--- src/rtl/music_pkg.sv ---
// Shared note encoding, half-period table and melody contents for the music box.
// The melody is a pure function of the index, so it synthesises to a small combinational ROM.
package music_pkg;

    localparam logic [3:0] NOTE_C    = 4'd0;
    localparam logic [3:0] NOTE_CS   = 4'd1;
    localparam logic [3:0] NOTE_D    = 4'd2;
    localparam logic [3:0] NOTE_DS   = 4'd3;
    localparam logic [3:0] NOTE_E    = 4'd4;
    localparam logic [3:0] NOTE_F    = 4'd5;
    localparam logic [3:0] NOTE_FS   = 4'd6;
    localparam logic [3:0] NOTE_G    = 4'd7;
    localparam logic [3:0] NOTE_GS   = 4'd8;
    localparam logic [3:0] NOTE_A    = 4'd9;
    localparam logic [3:0] NOTE_AS   = 4'd10;
    localparam logic [3:0] NOTE_B    = 4'd11;
    localparam logic [3:0] NOTE_REST = 4'd12;

    typedef struct packed {
        logic [1:0] octave;
        logic [3:0] note;
    } note_t;

    // Octave-0 half periods in clocks at 12.5 MHz; codes 12..15 are rests and never sound.
    localparam logic [14:0] HP_TABLE [16] = '{
        15'd23889, 15'd22549, 15'd21283, 15'd20088,
        15'd18961, 15'd17897, 15'd16892, 15'd15944,
        15'd15049, 15'd14205, 15'd13407, 15'd12655,
        15'd0,     15'd0,     15'd0,     15'd0
    };

    function automatic logic [14:0] half_period(input note_t e);
        return HP_TABLE[e.note] >> e.octave;
    endfunction

    function automatic logic is_rest(input note_t e);
        return e.note >= NOTE_REST;
    endfunction

    function automatic note_t melody_rom(input logic [7:0] idx);
        note_t e;
        case (idx)
            8'd0:    e = '{2'd0, NOTE_A};
            8'd1:    e = '{2'd1, NOTE_C};
            8'd2:    e = '{2'd0, NOTE_REST};
            8'd3:    e = '{2'd2, NOTE_E};
            8'd4:    e = '{2'd1, NOTE_E};
            8'd5:    e = '{2'd1, NOTE_F};
            8'd6:    e = '{2'd1, NOTE_G};
            8'd7:    e = '{2'd1, NOTE_G};
            8'd8:    e = '{2'd1, NOTE_F};
            8'd9:    e = '{2'd1, NOTE_E};
            8'd10:   e = '{2'd1, NOTE_D};
            8'd11:   e = '{2'd1, NOTE_C};
            8'd12:   e = '{2'd1, NOTE_C};
            8'd13:   e = '{2'd1, NOTE_D};
            8'd14:   e = '{2'd1, NOTE_E};
            8'd15:   e = '{2'd1, NOTE_E};
            8'd16:   e = '{2'd1, NOTE_D};
            8'd17:   e = '{2'd1, NOTE_D};
            8'd18:   e = '{2'd0, NOTE_REST};
            8'd19:   e = '{2'd1, NOTE_E};
            8'd20:   e = '{2'd1, NOTE_E};
            8'd21:   e = '{2'd1, NOTE_F};
            8'd22:   e = '{2'd1, NOTE_G};
            8'd23:   e = '{2'd1, NOTE_G};
            8'd24:   e = '{2'd1, NOTE_F};
            8'd25:   e = '{2'd1, NOTE_E};
            8'd26:   e = '{2'd1, NOTE_D};
            8'd27:   e = '{2'd1, NOTE_C};
            8'd28:   e = '{2'd1, NOTE_C};
            8'd29:   e = '{2'd1, NOTE_D};
            8'd30:   e = '{2'd1, NOTE_E};
            8'd31:   e = '{2'd1, NOTE_D};
            default: e = '{2'd0, NOTE_REST};
        endcase
        return e;
    endfunction

endpackage

--- src/rtl/music_box_if.sv ---
// Audio output bundle: the player drives the speaker line, the board/bench listens.
interface music_box_if;
    logic speaker;

    modport master (output speaker);
    modport slave  (input  speaker);
endinterface

--- src/rtl/music_tone_gen.sv ---
// Square-wave generator: toggles the speaker every half_period clocks, silenced by mute or restart.
module music_tone_gen (
    input  logic        clk,
    input  logic        rst,
    input  logic        restart,
    input  logic [14:0] half_period,
    input  logic        mute,
    output logic        speaker
);

    logic [14:0] tc;

    // NOTE: state registers use <= so every flop samples pre-edge values; = here would chain updates within one edge.
    always_ff @(posedge clk) begin
        if (rst || restart || mute) begin
            tc      <= '0;
            speaker <= 1'b0;
        end else if (tc == half_period - 15'd1) begin
            tc      <= '0;
            speaker <= ~speaker;
        end else begin
            tc <= tc + 15'd1;
        end
    end

endmodule

--- src/rtl/music_box.sv ---
// Melody sequencer: holds each ROM note for NOTE_CYCLES clocks, loops forever, and feeds the tone generator.
module music_box
    import music_pkg::*;
#(
    parameter int NOTE_CYCLES = 2_500_000,
    parameter int ROM_DEPTH   = 32
) (
    input  logic        clk,
    input  logic        rst,
    music_box_if.master audio
);

    localparam int DC_W  = $clog2(NOTE_CYCLES);
    localparam int IDX_W = $clog2(ROM_DEPTH);

    logic [DC_W-1:0]  dc;
    logic [IDX_W-1:0] idx;
    logic             boundary;
    note_t            cur;

    // NOTE: the melody is a constant lookup with no storage, so there is nothing to reset; only dc and idx are state.
    always_comb begin
        cur = melody_rom(8'(idx));
    end

    assign boundary = (dc == DC_W'(NOTE_CYCLES - 1));

    // idx wraps naturally because ROM_DEPTH is a power of two.
    always_ff @(posedge clk) begin
        if (rst) begin
            dc  <= '0;
            idx <= '0;
        end else if (boundary) begin
            dc  <= '0;
            idx <= idx + IDX_W'(1);
        end else begin
            dc <= dc + DC_W'(1);
        end
    end

    music_tone_gen u_tone (
        .clk         (clk),
        .rst         (rst),
        .restart     (boundary),
        .half_period (half_period(cur)),
        .mute        (is_rest(cur)),
        .speaker     (audio.speaker)
    );

endmodule

--- src/flat_wrapper.sv ---
// flat-port wrapper written by rule: the top's interface ports become plain ports
module music_box_flat import music_pkg::*;
#(
    parameter int NOTE_CYCLES = 2_500_000,
    parameter int ROM_DEPTH   = 32
)
  (clk, rst, audio_speaker);
  music_box_if audio_i ();
  input  logic clk;
  input  logic rst;
  output wire logic [$bits(audio_i.speaker)-1:0] audio_speaker;
  assign audio_speaker = audio_i.speaker;
  music_box #(.NOTE_CYCLES(NOTE_CYCLES), .ROM_DEPTH(ROM_DEPTH)) u_core (.clk(clk), .rst(rst), .audio(audio_i));
endmodule
--- config.mk ---
export PLATFORM = sky130hd
export DESIGN_NAME = music_box_flat
export DESIGN_NICKNAME = d
export VERILOG_FILES = /design/src/rtl/music_pkg.sv /design/src/rtl/music_box_if.sv /design/src/rtl/music_tone_gen.sv /design/src/rtl/music_box.sv /design/src/flat_wrapper.sv
export SDC_FILE = /design/constraint.sdc
export NUM_CORES = 1
export LEC_CHECK = 0
export ABC_AREA = 0
export BUFFER_PORTS_ARGS = -buffer_cell sky130_fd_sc_hd__buf_4
export CORE_UTILIZATION = 39
export CTS_BUF_LIST = sky130_fd_sc_hd__clkbuf_4 sky130_fd_sc_hd__clkbuf_8
export CTS_CLUSTER_SIZE = 30
export DETAILED_ROUTE_END_ITERATION = 7
export HOLD_SLACK_MARGIN = 0.08
export PLACE_DENSITY = 0.52
export SLEW_MARGIN = 20
export SYNTH_ARGS = -nofsm -noshare
export SYNTH_HDL_FRONTEND = slang
export SYNTH_SLANG_ARGS = --single-unit
--- constraint.sdc ---
create_clock -name clk -period 4.9 [get_ports clk]
set_clock_uncertainty 0.05 [all_clocks]
set_input_delay 1.225 -clock clk [delete_from_list [all_inputs] [get_ports clk]]
set_output_delay 1.225 -clock clk [all_outputs]
set_load 0.01 [all_outputs]
# After elaboration in Yosys (flattened, before gate mapping)
# Memories as Yosys holds them, arrays and structs flattened. A register that Yosys moved wholly into a read port is not among the register bits.
# Cells that the tools add are included.
[totals] out_inout_bits=1 mem_bits_rw=0 latch_bits=0 romBits=432 inputBits=2 elab_cells=25 ff_bits=43 memories=2
[classes] n_lt_le_gt_ge=2 add_sub_neg=4 mul=0 shift=1 n_reduce_logical=4 n_eq_ne=2 bitwise_logic=2 n_mux=4 div_mod_pow=0
[memory_table] name="(name not given)" depth=16 word_bits=15 read_ports=1 rd_ports_with_merged_regs=0 wr=0 line_no="music_pkg.sv:33" rtl="return HP_TABLE[e.note] >> e.octave;"
[memory_table] name="(name not given)" depth=32 word_bits=6 read_ports=1 rd_ports_with_merged_regs=1 wr=0 line_no="music_pkg.sv:42" rtl="case (idx)"
[op_table] cell="$mux W15" count=2
[op_table] cell="$add A22 B1 Y22 const B" count=1
[op_table] cell="$eq A22 B22 Y1 const B" count=1
[op_table] cell="$add A15 B1 Y15 const B" count=1
[op_table] cell="$eq A15 B15 Y1" count=1
[op_table] cell="$shr A15 B2 Y15" count=1
[op_table] cell="$sub A15 B1 Y15 const B" count=1
[op_table] cell="$mux W5" count=2
[op_table] cell="$add A5 B1 Y5 const B" count=1
[op_table] cell="$ge A5 B5 Y1 const B" count=1
[op_table] cell="$not A4 Y5" count=1
[op_table] cell="$ge A4 B4 Y1 const B" count=1
[op_table] cell="$reduce_or A2 Y1" count=2
[op_table] cell="$logic_or A1 B1 Y1" count=2
[op_table] cell="$not A1 Y1" count=1

# Logic depth before layout (Yosys ltp)
[logic_depth] depth_word=8 ltp_mapped=20 depth_no_buf=18

# By module
# Synthesis repeated with hierarchy kept, for this count alone.
[hier_totals] cells_unflattened=467 hier_area_um2=3703.6
[modules_own_cells] module="music_box" cells_each=321 instances=1 seq_area_each_um2=660.6 area_per_inst_um2=2488.6
[modules_own_cells] module="music_tone_gen" cells_each=146 instances=1 seq_area_each_um2=320.3 area_per_inst_um2=1214.9

# Worst setup path before layout
# Ideal clock, no wire load.
[synth_timing] kind="register -> register" start="register, netlist name u_core.cur[1]" end="register u_core.u_tone.tc[0]" slack_ns=1.143 setup_ns=0.139 n_path_buf=1 t_arrival_ns=3.569 synth_period_minus_slack_ns=3.757 required_time_ns=4.711 path_stages_with_launch=18 path_cell_list="dfxtp_1 inv_1 ha_1 and2_1 or3_4 a22oi_1 a21oi_1 ha_1 and3_1 a32o_1 o211ai_1 xor2_1 o2111ai_1 nor4b_2 o2111ai_2 nor2_2 buf_6 nor3_1"
[synth_between] elab_chain_len=8 word_cells_on_any_way=10 cone_classes="1 x add/sub; 1 x order compare; 1 x eq/ne; 1 x shift; 2 x mux; 1 x bitwise; 2 x reduce/logical; 1 x memory"
[synth_rtl] item="$not A4 Y5 (not written as such)" line_no="music_pkg.sv:33"
[synth_rtl] item="$mem_v2 Z16 W15"
[synth_rtl] item="$mux W15 (not written as such) (2 in series)" line_no="music_pkg.sv:33"
[synth_rtl] item="$shr A15 B2 Y15" line_no="music_pkg.sv:33"
[synth_rtl] item="$sub A15 B1 Y15" line_no="music_tone_gen.sv:18" rtl="end else if (tc == half_period - 15'd1) begin"
[synth_rtl] item="$eq A15 B15 Y1" line_no="music_tone_gen.sv:18"
[synth_rtl] item="$reduce_or A2 Y1 (no source line) *"
[synth_rtl] item="end signal: assignment" line_no="music_tone_gen.sv:22" rtl="tc <= tc + 15'd1;"
[synth_rtl] item="end: declaration" line_no="music_tone_gen.sv:11" rtl="logic [14:0] tc;"
# Every way passes the cells marked *; elsewhere a longest branch is shown, timed or not. The select of a mux whose other input is x is not followed.
# A chain may end at the register's enable or synchronous reset.

# Worst setup path after layout
[layout_timing] start="register, netlist name u_core.cur[1]" end="register u_core.u_tone.tc[13]"
[layout_between] elab_chain_len=8 word_cells_on_any_way=10 cone_classes="1 x add/sub; 1 x order compare; 1 x eq/ne; 1 x shift; 2 x mux; 1 x bitwise; 2 x reduce/logical; 1 x memory"
[layout_rtl] item="$not A4 Y5 (not written as such)" line_no="music_pkg.sv:33"
[layout_rtl] item="$mem_v2 Z16 W15"
[layout_rtl] item="$mux W15 (not written as such) (2 in series)" line_no="music_pkg.sv:33"
[layout_rtl] item="$shr A15 B2 Y15" line_no="music_pkg.sv:33"
[layout_rtl] item="$sub A15 B1 Y15" line_no="music_tone_gen.sv:18"
[layout_rtl] item="$eq A15 B15 Y1" line_no="music_tone_gen.sv:18"
[layout_rtl] item="$reduce_or A2 Y1 (no source line) *"
# Marks and branches as above.

==> metrics.md <==
| Metric | Value |
|---|---|
| Area fraction of the dominant cell type after synthesis | 24.09% |
| Outcome | finished clean |
| Max Cap Violations | 0 |
| CTS tree | yes |
| Slew @ Worst Pin | 0.8658 ns |
| Highest clock rate | 229.0 MHz |
| GRT Total Usage | 18.38% |
| PortBufs | 2 |
| Synth area leaders | dfxtp_1, xor2_1, xnor2_1 |
| Final hold vios | 0 |
| CTS Sinks | 49 |
| Length of the first detailed-routing pass in iterations | 4 |
| Post-DR wirelength/cell | 15.20 um |
| DP Worst Slack | 0.6252 ns |
| Fill cells | 1030 |
| FF+latch count, synth | 49 |
| CP startpoint kind | flip-flop |
| Cell Chain, Critical Path | ha_1 -> nor2_1 -> a221oi_1 -> o22ai_1 -> a21oi_1 -> ha_1 -> nand2_1 -> o41ai_1 -> nor2_1 -> nor4b_2 -> nor3_1 -> nor4b_2 -> o2111ai_2 -> nor2_2 -> buf_4 -> nor3_1 |
| CTS H-tree lvls | 2 |
| Synth Flop Type | dfxtp_1 |
| Critical Setup Path Class | reg -> reg |
| Max-slew violation count | 0 |
| Setup TNS | 0 ns |
| Unrepaired setup endpoints after global routing | no |
| Largest net degree at the start of global routing | 27 |
| Delay of the slowest critical-path stage | 0.53 ns |
| Initial antenna violation count | 0 |
| Die width | 104.2 um |
| Worst EP required | 5.00 ns |
| Worst skew pair latency | 0.30 ns |
| Buf/Inv on CP | 1 |
| First-pass GRT wire length | 16.39 mm |
| Mapped Area | 4073 sq um |
| Starting Density | 40.91% |
| GRT overflow | 0 |
| DP Wirelength | 7.064 mm |
| DRT antenna net count | 0 |
| Crit path DAT | 4.47 ns |
| Most frequent cells in the layout | nor2_1, dfxtp_1, nand2_1, xor2_1, nand3_1 |
| Leak Pwr | 1.486 nW |
| Die area | 10860 sq um |
| Postcts setup bufs | 0 |
| Critical Path Slowest Stage Cell | ha_1 |
| Clock tree buffer depth | 2 |
| Worst slew margin | 42.20% |
| Worst hold path type | reg -> reg |
| # DRC | 0 |
| Cell count after synthesis | 500 |
| Worst Slack Setup Final | 0.5330 ns |
| Max FO, Critical Path | 15 |
| Final setup viols | 0 |
| Clk slew on worst S/H paths | 0.09 ns |
| Multi-input combinational cell area | 2789 sq um |
| Antenna cells | 0 |
| Die Y | 104.2 um |
| Mux contribution to synthesized area | 2.335% |
| Worst path top cell family by delay | simple AND/OR/NAND/NOR gates |
| Startpoint of the worst hold path | u_core.dc[21] |
| Final period util | 89.12% |
| Compound-Gate Fraction of Synth Area | 20.25% |
| Root Buffer | clkbuf_8 |
| Avg Synthesized Cell Area | 8.145 sq um |
| Layout cell share with drive strength beyond 1 | 12.58% |
| XOR/XNOR Fraction of Synth Area | 10.97% |
| Adder-Cell Fraction of Synth Area | 4.854% |
| Synthesized Nets | 517 |
| Via count | 3461 |
| Post-synth cell types | 85 |
| Register area | 980.9 sq um |
| Area Growth Syn to Fin | 2.519% |
| Most common cell after layout, fill and taps aside | nor2_1 |
| Tmin final | 4.367 ns |
| Drt first-iter violations | 302 |
| Sequential-to-total area share from yosys stat | 24.09% |
| Post-CTS Hold Fix Bufs | 0 |
| Synth async-reset ratio | 0% |
| Post-Synth Simple-Gate Area | 30.08% |
| Final wirelength | 9.396 mm |
| Rows | 36 |
| CTS buffer count | 5 |
| Critical path origin | u_core.cur[1] |
| Routed vias/inst | 5.600 |
| Core footprint | 9955 sq um |
| Post-cts resize count | 0 |
| Post-synth EDFFs | 0 |
| P per Cell Area | 162.4 nW/um^2 |
| Largest area contributor in the netlist | dfxtp_1 |
| Reg2reg start | u_core.cur[1] |
| Worst VDD drop | 0.0001300 V |
| Routability congestion estimate | 0.8550 |
| Largest family of logic cells by synthesized area | simple AND/OR/NAND/NOR gates |
| Nets | 501 |
| Critical Path Sink Type | flip-flop |
| Vias in the first global route | 3339 |
| Io pins | 3 |
| Ys Warns | 0 |
-- report_power, final --
part	total [W]	switching (W)	internal, W
combinational	0.0000168	0.0000105	0.00000630
sequential	0.000408	0.00000563	0.000402
clock	0.000253	0.000138	0.000115
-- stage by stage --
stage          area (sq um)  util (%)  hold slack [ns]  power (W)  instances
2_1_floorplan          4073         -           0.3916  0.0004303        500
3_3_place_gp           4079     40.98           0.4120  0.0004341        610
3_5_place_dp           4079     40.98           0.4225  0.0004344        610
4_1_cts                4175     41.94           0.4378  0.0006905        618
5_1_grt                4175     41.94           0.4730  0.0007091        618
6_report               4175     41.94           0.4358  0.0006779        618
-- path summary, 6_finish.rpt --
| check | to | slack, ns | depth (start not counted) |
|---|---|---|---|
| worst min register to register | u_core.dc[21] | 0.44 | 2 |
| worst max-delay path | u_core.u_tone.tc[13] | 0.53 | 16 |
| worst min-delay path | u_core.dc[21] | 0.44 | 2 |
| worst max register to register | u_core.u_tone.tc[13] | 0.53 | 16 |
-- cells in the mapped netlist (all sizes together) (8+ instances only) --
| master | instances |
|---|---|
| a21oi | 28 |
| and3 | 16 |
| buf | 17 |
| clkbuf | 15 |
| dfxtp | 49 |
| ha | 15 |
| inv | 20 |
| nand2 | 27 |
| nand2b | 10 |
| nand3 | 26 |
| nor2 | 54 |
| nor3 | 26 |
| o21ai | 20 |
| or3 | 8 |
| xnor2 | 25 |
| xor2 | 26 |
-- kinds of logic (layout without fill, tap and decap cells) --
kind of cell	Yosys count	after routing
XOR/XNOR	51	51
AND/OR/NAND/NOR	213	213
flip-flops	49	49
buffers and inverters	52	37
AO/OA/AOI/OAI	110	110
adder cells (fa/ha/maj)	16	16
multiplexers	9	9
-- state kept, by name (all words and copies together) (netlist names) --
signal and count:
u_core.dc 22, u_core.u_tone.tc 15, u_core.cur 6, u_core.idx 5, u_core.u_tone.speaker 1
-- routing by layer --
| metal | part of all wire [%] | up-vias | GRT usage (%) |
|---|---|---|---|
| met1 | 47 | 1620 | 24.66 |
| met3 | 4.7 | 11 | 2.506 |
| li1 | - | 1763 | - |
| met5 | 0 | - | 0 |
| met4 | 1.6 | 0 | 4.490 |
| met2 | 46 | 67 | 30.95 |
-- worst min-delay path, stage by stage, from the launching register on --
cell and delay (ns):
dfxtp_1 0.32, o21ai_0 0.07, a21oi_1 0.06
-- cell type report --
class	count	area share (%)
Clock buffer	6	1.978
Clock inverter	2	0.3296
Inverter	20	1.798
Multi-Input combinational cell	399	66.80
Sequential cell	49	23.49
Tap cell	133	3.986
Timing Repair Buffer	9	1.618
Power figures use the tool's default switching activity.
